### src/rtl/maxnet_controller_if.sv
// Control bundle between the maxnet controller and the 4-PU winner-take-all
// datapath: run request, per-PU zero flags, end signal, enables and result.
interface maxnet_controller_if;
    logic       start;
    logic       z0;
    logic       z1;
    logic       z2;
    logic       z3;
    logic       end_signal;
    logic       b_regs_en;
    logic       a_regs_en;
    logic       a_muxs;
    logic       pu_mult_regs_en;
    logic       pu_add_regs_en;
    logic [1:0] res_mux;
    logic       done;
    logic       busy;
    logic       fail;

    // Controller side: consumes status, drives every enable/select.
    modport master (
        input  start, z0, z1, z2, z3, end_signal,
        output b_regs_en, a_regs_en, a_muxs, pu_mult_regs_en, pu_add_regs_en,
               res_mux, done, busy, fail
    );

    // Datapath / requester side.
    modport slave (
        output start, z0, z1, z2, z3, end_signal,
        input  b_regs_en, a_regs_en, a_muxs, pu_mult_regs_en, pu_add_regs_en,
               res_mux, done, busy, fail
    );
endinterface

### src/rtl/maxnet_controller.sv
// Control FSM for the 4-PU winner-take-all datapath: loads the candidates,
// iterates multiply/add/update until one survivor remains (or the iteration
// budget runs out), then presents the winning PU index.
module maxnet_controller #(
    parameter int MAX_ITER = 15,
    parameter int CNT_W    = 4
) (
    input  logic                 clk,
    input  logic                 rst,   // asynchronous, active-low
    maxnet_controller_if.master  ctl
);

    typedef enum logic [2:0] {
        S_IDLE,
        S_LOAD,
        S_INIT,
        S_MULT,
        S_ADD,
        S_CHECK,
        S_DONE
    } state_t;

    // Counter value at the last permitted CHECK evaluation.
    localparam logic [CNT_W-1:0] LAST_CNT = CNT_W'(MAX_ITER - 1);

    state_t           state_q, state_d;
    logic [CNT_W-1:0] cnt_q, cnt_d;
    logic [1:0]       res_mux_q, res_mux_d;
    logic             fail_q, fail_d;

    logic             timeout;
    logic             all_zero;
    logic [1:0]       winner;

    assign timeout = (cnt_q == LAST_CNT);

    // Priority pick of the lowest-index PU whose output is still non-zero.
    always_comb begin
        // NOTE: every signal written here gets a default first, so no path
        // leaves it unassigned and no latch is inferred.
        winner   = 2'd0;
        all_zero = 1'b0;
        if (!ctl.z0)      winner = 2'd0;
        else if (!ctl.z1) winner = 2'd1;
        else if (!ctl.z2) winner = 2'd2;
        else if (!ctl.z3) winner = 2'd3;
        else              all_zero = 1'b1;
    end

    // State register plus iteration counter and result registers.
    always_ff @(posedge clk or negedge rst) begin
        // NOTE: sequential state uses non-blocking assignments so every
        // register samples the pre-edge values of the others.
        if (!rst) begin
            state_q   <= S_IDLE;
            cnt_q     <= '0;
            res_mux_q <= 2'd0;
            fail_q    <= 1'b0;
        end else begin
            state_q   <= state_d;
            cnt_q     <= cnt_d;
            res_mux_q <= res_mux_d;
            fail_q    <= fail_d;
        end
    end

    // Next-state logic: sequencing, iteration counting and result capture.
    always_comb begin
        state_d   = state_q;
        cnt_d     = cnt_q;
        res_mux_d = res_mux_q;
        fail_d    = fail_q;
        case (state_q)
            S_IDLE: begin
                if (ctl.start) state_d = S_LOAD;
            end
            S_LOAD: begin
                cnt_d     = '0;
                res_mux_d = 2'd0;
                fail_d    = 1'b0;
                state_d   = S_INIT;
            end
            S_INIT:  state_d = S_MULT;
            S_MULT:  state_d = S_ADD;
            S_ADD:   state_d = S_CHECK;
            S_CHECK: begin
                if (ctl.end_signal) begin
                    // All PUs zero leaves no winner: report index 0 as failed.
                    state_d   = S_DONE;
                    res_mux_d = winner;
                    fail_d    = all_zero;
                end else if (timeout) begin
                    state_d   = S_DONE;
                    res_mux_d = 2'd0;
                    fail_d    = 1'b1;
                end else begin
                    cnt_d   = cnt_q + CNT_W'(1);
                    state_d = S_MULT;
                end
            end
            S_DONE: begin
                if (ctl.start) state_d = S_LOAD;
            end
            default: state_d = S_IDLE;
        endcase
    end

    // Output decode: Moore enables per state, plus the CHECK feedback load.
    always_comb begin
        ctl.b_regs_en       = 1'b0;
        ctl.a_regs_en       = 1'b0;
        ctl.a_muxs          = 1'b0;
        ctl.pu_mult_regs_en = 1'b0;
        ctl.pu_add_regs_en  = 1'b0;
        case (state_q)
            S_LOAD: ctl.b_regs_en = 1'b1;
            S_INIT: begin
                ctl.a_regs_en = 1'b1;
                ctl.a_muxs    = 1'b1;
            end
            S_MULT: ctl.pu_mult_regs_en = 1'b1;
            S_ADD:  ctl.pu_add_regs_en  = 1'b1;
            // Feed PU outputs back into A only when another iteration follows.
            S_CHECK: ctl.a_regs_en = !ctl.end_signal && !timeout;
            default: ;
        endcase
    end

    assign ctl.res_mux = res_mux_q;
    assign ctl.fail    = fail_q;
    assign ctl.done    = (state_q == S_DONE);
    assign ctl.busy    = (state_q != S_IDLE) && (state_q != S_DONE);

endmodule
### src/flat_wrapper.sv
// flat-port wrapper written by rule: the top's interface ports become plain ports
module maxnet_controller_flat 
#(
    parameter int MAX_ITER = 15,
    parameter int CNT_W    = 4
)
  (clk, rst, ctl_start, ctl_z0, ctl_z1, ctl_z2, ctl_z3, ctl_end_signal, ctl_b_regs_en, ctl_a_regs_en, ctl_a_muxs, ctl_pu_mult_regs_en, ctl_pu_add_regs_en, ctl_res_mux, ctl_done, ctl_busy, ctl_fail);
  maxnet_controller_if ctl_i ();
  input  logic clk;
  input  logic rst;
  input wire logic [$bits(ctl_i.start)-1:0] ctl_start;
  input wire logic [$bits(ctl_i.z0)-1:0] ctl_z0;
  input wire logic [$bits(ctl_i.z1)-1:0] ctl_z1;
  input wire logic [$bits(ctl_i.z2)-1:0] ctl_z2;
  input wire logic [$bits(ctl_i.z3)-1:0] ctl_z3;
  input wire logic [$bits(ctl_i.end_signal)-1:0] ctl_end_signal;
  output wire logic [$bits(ctl_i.b_regs_en)-1:0] ctl_b_regs_en;
  output wire logic [$bits(ctl_i.a_regs_en)-1:0] ctl_a_regs_en;
  output wire logic [$bits(ctl_i.a_muxs)-1:0] ctl_a_muxs;
  output wire logic [$bits(ctl_i.pu_mult_regs_en)-1:0] ctl_pu_mult_regs_en;
  output wire logic [$bits(ctl_i.pu_add_regs_en)-1:0] ctl_pu_add_regs_en;
  output wire logic [$bits(ctl_i.res_mux)-1:0] ctl_res_mux;
  output wire logic [$bits(ctl_i.done)-1:0] ctl_done;
  output wire logic [$bits(ctl_i.busy)-1:0] ctl_busy;
  output wire logic [$bits(ctl_i.fail)-1:0] ctl_fail;
  assign ctl_i.start = ctl_start;
  assign ctl_i.z0 = ctl_z0;
  assign ctl_i.z1 = ctl_z1;
  assign ctl_i.z2 = ctl_z2;
  assign ctl_i.z3 = ctl_z3;
  assign ctl_i.end_signal = ctl_end_signal;
  assign ctl_b_regs_en = ctl_i.b_regs_en;
  assign ctl_a_regs_en = ctl_i.a_regs_en;
  assign ctl_a_muxs = ctl_i.a_muxs;
  assign ctl_pu_mult_regs_en = ctl_i.pu_mult_regs_en;
  assign ctl_pu_add_regs_en = ctl_i.pu_add_regs_en;
  assign ctl_res_mux = ctl_i.res_mux;
  assign ctl_done = ctl_i.done;
  assign ctl_busy = ctl_i.busy;
  assign ctl_fail = ctl_i.fail;
  maxnet_controller #(.MAX_ITER(MAX_ITER), .CNT_W(CNT_W)) u_core (.clk(clk), .rst(rst), .ctl(ctl_i));
endmodule
### config.mk
export PLATFORM = sky130hd
export DESIGN_NAME = maxnet_controller_flat
export DESIGN_NICKNAME = d
export VERILOG_FILES = /design/src/rtl/maxnet_controller_if.sv /design/src/rtl/maxnet_controller.sv /design/src/flat_wrapper.sv
export SDC_FILE = /design/constraint.sdc
export NUM_CORES = 1
export LEC_CHECK = 0
export CORE_UTILIZATION = 46
export DETAILED_ROUTE_END_ITERATION = 10
export GPL_ROUTABILITY_DRIVEN = 1
export PLACE_DENSITY = 0.8
export SETUP_SLACK_MARGIN = 0.15
export SYNTH_ARGS = -nofsm -noshare
export SYNTH_HDL_FRONTEND = slang
export SYNTH_SLANG_ARGS = --single-unit
### constraint.sdc
create_clock -name clk -period 1.6 [get_ports clk]
set_input_delay 0.32 -clock clk [delete_from_list [all_inputs] [get_ports clk]]
set_output_delay 0.32 -clock clk [all_outputs]
set_load 0.005 [all_outputs]
---- Word level (Yosys, flattened, before mapping) ----
Index checks and enable logic that the tools add are counted.
word-level totals
  register bits after elaboration ......... 10
  output and inout bits ................... 10
  logic and storage cells ................. 53
  input port bits ......................... 8
cells by class
  add/subtract/negate cells ............... 1
  equality and inequality tests ........... 12
  reductions and logical operators ........ 10
  multiplexer cells ....................... 26
operator list
  cell                                           number
  one-hot mux 3 bit (6 select lines)             1
  two-way mux 2 bit                              6
  two-way mux 1 bit                              10
  == test 3 bit, second input constant           3
  two-way mux 3 bit                              3
  two-way mux 4 bit                              2
  one-hot mux 4 bit (2 select lines)             1
  == test 3 x 2 -> 1 bit, second input constant  2
  adder 4 x 1 -> 4 bit, second input constant    1
  == test 4 bit, second input constant           1
  != test 2 bit, second input constant           2
  one-hot mux 1 bit (2 select lines)             2
  one-hot mux 2 bit (2 select lines)             1
  == test 3 x 1 -> 1 bit, second input constant  1
  logical NOT 3 bit                              1
  != test 3 x 2 -> 1 bit, second input constant  1
  != test 3 bit, second input constant           1
  AND reduction 3 bit                            1
  nonzero test 3 bit                             1
  logical AND 1 bit                              2
  logical NOT 1 bit                              2
  != test 2 x 1 -> 1 bit, second input constant  1
  AND reduction 2 bit                            1
  nonzero test 2 bit                             1
  OR reduction 2 bit                             1

---- Longest topological paths before layout ----
  depth in word-level cells ............... 6
  mapped depth ............................ 6

---- Least setup slack after synthesis ----
Ideal clock, no wire load.
  path type ............................... reg2out
  start ................................... reg u_core.cnt_q[0]
  end ..................................... out ctl_a_regs_en
  stages on the path, launching flop included .. 6
  data arrival time ....................... 1.144 ns
  path slack .............................. 0.136 ns
  path through ............................ dfrtp_1 -> inv_1 -> ha_1 -> a31oi_1 -> buf_6 -> a31o_2
between the ends
  longest elaborated chain between the ends .. 4
ends and longest elaborated chain
  item                                line                      source
  start: declaration                  maxnet_controller.sv:27   logic [CNT_W-1:0] cnt_q, cnt_d;
  start signal: assignment            maxnet_controller.sv:61   cnt_q <= cnt_d;
  == test 4 bit                       maxnet_controller.sv:35   assign timeout = (cnt_q == LAST_CNT);
  logical NOT 1 bit                   maxnet_controller.sv:124  S_CHECK: ctl.a_regs_en = !ctl.end_signal && !timeout;
  logical AND 1 bit                   maxnet_controller.sv:124
  one-hot mux 1 bit (2 select lines)  maxnet_controller.sv:115  case (state_q)
  end: declaration                    flat_wrapper.sv:18        output wire logic [$bits(ctl_i.a_regs_en)-1:0] ctl_a_regs_en;
Every way passes these cells.

---- Final worst setup path ----
Same ends and word-level chain as after synthesis.

==> out/metrics.cfg <==
[run_status]
status = finished, violations left
violations = negative setup slack

[cts]
clockBufferDepth = 2
insertion_delay_ns = 0.27
clock-sinks = 10
cts_tree = built
htreeDepth = 1
cts-root-buf = clkbuf_4
path_clk_slew_ns = 0.07
numCtsBuffers = 3

[global_route]
antenna_found_initial = 0
grt_busiest_layer = met2
grt_usage_pct = 27.7
gr-usage-met3_pct = 5.11
grt_pass1_vias = 593
overflow = 0
grtUsageMet2_pct = 48.0
use_met1_pct = 31.8
grt_pass1_wl_um = 2750
grt_max_degree = 14

[critical_path]
regToRegStartpoint = u_core.cnt_q[0]
crit_end = ctl_a_regs_en
start_kind = flop
reg2regPathDepth = 7
crit_path_max_fanout = 2
reg2reg_to = u_core.ctl.fail
critical_path_class = flop to output pin
worstPathRequired_ns = 1.28
arrival_ns = 1.35
r2r_slack_ns = 0.08
endpoint_kind = output pin
startpoint = u_core.cnt_q[0]

[timing]
period_minus_slack_ns = 1.67
worst_pin_slew_ns = 0.488
max_freq_ghz = 0.599
finClkSkew_ns = 0.00678
period_share_pct = 104
setup_viol = 1
final-hold-violation-count = 0
layout_setup_ws_ns = -0.0704
finalMaxSlewViolations = 0
relSlewSlack_pct = 67.4
final.setup.tns_ns = -0.0704
rsz0062_at_grt = true

[synth]
seq_area_frac_synth_pct = 37.9
synth.area.top_cells = dfrtp_1 38%, nand2b_1 4.7%, nand2_1 4.5%
avgSynthCellArea_sq_um = 9.30
synth_top_area_cell = dfrtp_1
ys_async_sr_fraction_pct = 100
ys_types = 33
syn-instance-count = 71
netlist_area_sq_um = 661
syn_nets = 81
yosysTopAreaCellShare_pct = 37.9
synth-edff-count = 0
synth-seq-cells = 10
ys.flop_type = dfrtp_1
yosysWarnings = 0

[die]
boundaryPins = 18
dieArea_sq_um = 1590
start_util_pct = 50.1
die_y_um = 39.9
fp-row-count = 13
core-area_sq_um = 1320
die_width_um = 39.9

[routing]
wl_per_cell_um = 16.2
num_vias = 679
post_drt_via_cell_ratio = 5.52
ant_nets = 0
wl_um = 1990
drc = 0
first_pass_iters = 4
initialDrtViolationCount = 14

[pwr]
powerDensity_nw_per_um2 = 1600
vdd.ir_drop.worst_uv = 1220
power_mw = 1.76
leakage_nw = 0.549

[cells_and_area]
multiInputGateArea_sq_um = 427
n_fill_cell = 84
drive_gt1_share_pct = 45.4
finish.instance_area_sq_um = 1100
fin_nets = 120
area_growth_pct = 66.3
regArea_sq_um = 250
final_cell_count_no_fill = 123
diodes = 0

[hold_path]
hold_class = input port to asynchronous set/reset pin

[placed_design]
pre_cts_ws_ns = -0.385
dp_hpwl_um = 1160
place.gp.congestion = 0.747
port_buffers = 17
dpl.cell_count = 110
placed_cell_area_sq_um = 905

[flow_run]
cap_viol_max_count = 0

## synth_stat cells (3+ instances only)
cell type	n
dfrtp_1	10
nand2_1	8
nand2b_1	5
inv_1	4
a21oi_1	3
a31oi_1	3
buf_4	3
## how the worst min path moves through the flow
stage / end / start / cells after the start
6_report: u_core.state_q[0] / rst / 1
5_1_grt: u_core.state_q[0] / rst / 1
4_1_cts: u_core.state_q[2] / rst / 1
3_5_place_dp: u_core.ctl.fail / u_core.ctl.fail / 1
3_3_place_gp: u_core.ctl.fail / u_core.ctl.fail / 1
2_1_floorplan: u_core.cnt_q[0] / rst / 0
## cell type report
| cell class | instances | share of cell area (%) |
|---|---|---|
| timing repair buffer | 40 | 32.7 |
| multi-input combinational | 50 | 38.8 |
| tap | 15 | 1.71 |
| inverter | 5 | 1.94 |
| sequential | 10 | 22.8 |
| clock buffer | 3 | 2.05 |
## metrics by stage
step | hold WS, ns | util, %
5_1_grt | 0.425 | 83.4
6_report | 0.376 | 83.4
3_3_place_gp | 0.498 | 68.7
2_1_floorplan | 0.0244 | -
3_5_place_dp | 0.515 | 68.7
4_1_cts | 0.393 | 81.1
## critical path, stage by stage, from the launching register on
cell     delay, ns
dfrtp_1       0.37
inv_1         0.07
ha_2          0.22
a31oi_4       0.10
a31o_2        0.21
buf_2         0.12
## sequential cells by signal, summed over array words and instances (netlist names)
name and flops:
u_core.cnt_q 4, u_core.ctl.fail 1, u_core.ctl.res_mux 2, u_core.state_q 3
## cell families (layout without fill, tap and decap cells)
logic type	Yosys count	in the layout	synth area share, %
AO/OA/AOI/OAI	19	19	22.9
XOR/XNOR	1	1	1.33
adder cells (fa/ha/maj)	2	2	3.79
buffers and inverters	11	48	9.28
flip-flops	10	10	37.9
AND/OR/NAND/NOR	28	28	24.8
## metal layers
metal | wire length, um | vias up
met3 | 62 | 4
met4 | 27 | 0
met1 | 865 | 326
met2 | 1040 | 17
met5 | 0 | -
li1 | - | 332
## power by group
part | internal, mW | leakage (nW) | switching [mW] | total (mW)
clock | 0.0870 | 0.0138 | 0.0899 | 0.177
sequential | 0.330 | 0.132 | 0.0667 | 0.396
combinational | 0.653 | 0.404 | 0.536 | 1.19
total | 1.07 | 0.549 | 0.692 | 1.76
## placed cells by master, fill, tap and decap left out, types with 2 or more instances in the layout
cell              n
dfrtp_1          10
a31oi_1           2
nand4b_1          2
nand4_1           2
nand2b_1          4
a21oi_1           2
buf_2             6
a31o_2            2
inv_1             4
nand2_1           8
buf_6             9
and3_4            2
clkdlybuf4s50_1   7
clkbuf_4          3
o21ai_0           2
dlymetal6s2s_1    3
a211o_1           2
o22ai_1           2
buf_4            14
## repair_timing
item	CTS	global route
endpoints found under the setup margin	12	17
pin swaps	6	6
buffers inserted	8	2
hold buffers	0	0
resized for setup	52	5
No activity file was read; power rests on OpenSTA's default activity.
==> RTL edit (same settings) <==
`CNT_W` is set to 4 in 2 places; all go to 5.
--- a/src/rtl/maxnet_controller.sv
+++ b/src/rtl/maxnet_controller.sv
@@ -3,7 +3,7 @@
 // budget runs out), then presents the winning PU index.
 module maxnet_controller #(
     parameter int MAX_ITER = 15,
-    parameter int CNT_W    = 4
+    parameter int CNT_W    = 5
 ) (
     input  logic                 clk,
     input  logic                 rst,   // asynchronous, active-low
--- a/src/flat_wrapper.sv
+++ b/src/flat_wrapper.sv
@@ -2,7 +2,7 @@
 module maxnet_controller_flat 
 #(
     parameter int MAX_ITER = 15,
-    parameter int CNT_W    = 4
+    parameter int CNT_W    = 5
 )
   (clk, rst, ctl_start, ctl_z0, ctl_z1, ctl_z2, ctl_z3, ctl_end_signal, ctl_b_regs_en, ctl_a_regs_en, ctl_a_muxs, ctl_pu_mult_regs_en, ctl_pu_add_regs_en, ctl_res_mux, ctl_done, ctl_busy, ctl_fail);
   maxnet_controller_if ctl_i ();
Formal check against the unedited RTL: no difference found for any inputs over 10 cycles, from zero or initial values and one cycle with rst low; that may be too few to reach the edited logic, so the function may still have changed.
==> RTL edit against the original RTL <==
The run still ends with setup timing left; cell count is 21% higher; area after synthesis is 10% higher; sequential cell count is 1 higher; total power up 35%; combinational power increased by 45%; routed wire length is 83% higher; worst setup slack got worse by 0.34 ns; final area grew 23%.
==> RTL edit: results (changes against the original RTL) <==
- Violations in the final reports: setup timing
- The net switching component of the power was 0.00100 W (+45%).
- After synthesis, the cell types taking the most area are sky130_fd_sc_hd__dfrtp_1, sky130_fd_sc_hd__o311ai_2, sky130_fd_sc_hd__nand2_1, sky130_fd_sc_hd__inv_1, sky130_fd_sc_hd__o2bb2ai_1.
- In this run the critical register-to-register path is launched from u_core.cnt_q[1].
- DIE AREA: 1740 sq um (+9.5%)
- Power consumed by the clock network: 0.000219 W (+24%)
- The per-cell routed wire length is 24.5 microns (+51%).
- The setup TNS came to -1.53 ns (-1.46 ns).
* Met2 Wirelength: 1.68 mm (+62%)
* Max FFs per register: 5 (+1)
* Sum of net half-perimeters after detailed placement: 1.24 mm (+7.6%)
* Combinational power: 0.00172 W (+45%)
- Area share of fa/ha/maj cells after synthesis: 0.0344 (-0.00346)
- Total met3 wirelength after detailed routing: 386 microns (+520%)
- Worst IR Drop VDD: 1.57 mV (+29%)
- The depth of the most critical reg-to-reg path came to 8 (+1).
- The clock tree skew after final layout was 0.0191 ns (+0.0124 ns).
- Post-placement setup slack: -0.450 ns (-0.0649 ns)
- The clock insertion delay at the later pin of the skew report is 0.30 ns (+0.03 ns).
- The weighted congestion at the end of routability-driven global placement came to 0.818 (+9.5%).
* Placed insts: 122 (+11%)
- In this run the critical register-to-register path is captured at u_core.cnt_q[1].
* Vias per Instance: 6.71 (+22%)
- The met3 capacity usage during global routing was 0.0739 (+0.0228).
- The flow ran to the end, but the final reports show violations.
* Tot GR Track Use: 0.282 (+0.00574)
- Worst stage delay on the critical path: 0.44 ns (+0.07 ns)
* Final-report setup violation count: 8 (+7)
- The commonest cells after synthesis are sky130_fd_sc_hd__dfrtp_1, sky130_fd_sc_hd__nand2_1, sky130_fd_sc_hd__inv_1.
- Maximum number of pins on one net before global-route repair: 13 (-1)
- Synthesized Nets: 90 (+11%)
* Via count of the first global-routing pass: 814 (+37%)
- Fraction of the yosys area taken by sequential cells: 0.379 (about the same)
* Worst endpoint data arrival time: 1.69 ns (+0.34 ns)
* Xor/xnor share of the synthesized area: 0 (-0.0133)
- Clock share of power: 0.092 (-0.008)
- The met1 usage came to 0.344 (+0.0262).
- Final setup slack of the worst path: -0.407 ns (-0.336 ns)
* Met2 capacity usage during global routing: 0.469 (-0.0111)
* Worst max-slew margin expressed relative to the limit: 0.643 (-0.0309)
* Wire length on met1: 1.26 mm (+45%)
- Fraction of layout cells with a size suffix above 1: 0.515 (+0.0612)
* Fraction of the mapped netlist area in compound gates: 0.265 (+0.0359)
- Leakage component of the power: 0.675 nW (+23%)
* Vias after detailed routing: 1000 (+47%)
- The number of nets in the layout came to 145 (+21%).
-- RTL edit: how the worst max path moves through the flow --
| stage | endpoint | startpoint | slack [ns] |
|---|---|---|---|
| global placement | ctl_a_regs_en | ctl_end_signal | -0.45 |
| finish | ctl_a_regs_en | u_core.cnt_q[1] | -0.41 |
| global route | ctl_a_regs_en | u_core.cnt_q[1] | -0.43 |
| floorplan | ctl_a_regs_en | u_core.cnt_q[0] | -0.1 |
| CTS | ctl_a_regs_en | u_core.cnt_q[0] | -0.29 |
| detailed placement | ctl_a_regs_en | ctl_end_signal | -0.45 |
-- RTL edit: final cells by class --
type	instances	area, sq um
multi-input cells	57	509
repair buffers	55	494
flip-flops and latches	11	275
fillers	20	30.0
inverters	7	28.8
clock buffers	4	26.3
well taps	15	18.8
-- RTL edit: repair_timing --
action                                  in CTS  in global routing
endpoints found under the setup margin      12                 18
endpoints found under the hold margin        0                  0
gates cloned                                 0                  0
buffers inserted                            13                 10
gates resized for setup                     51                 26
pin swaps                                    3                  9
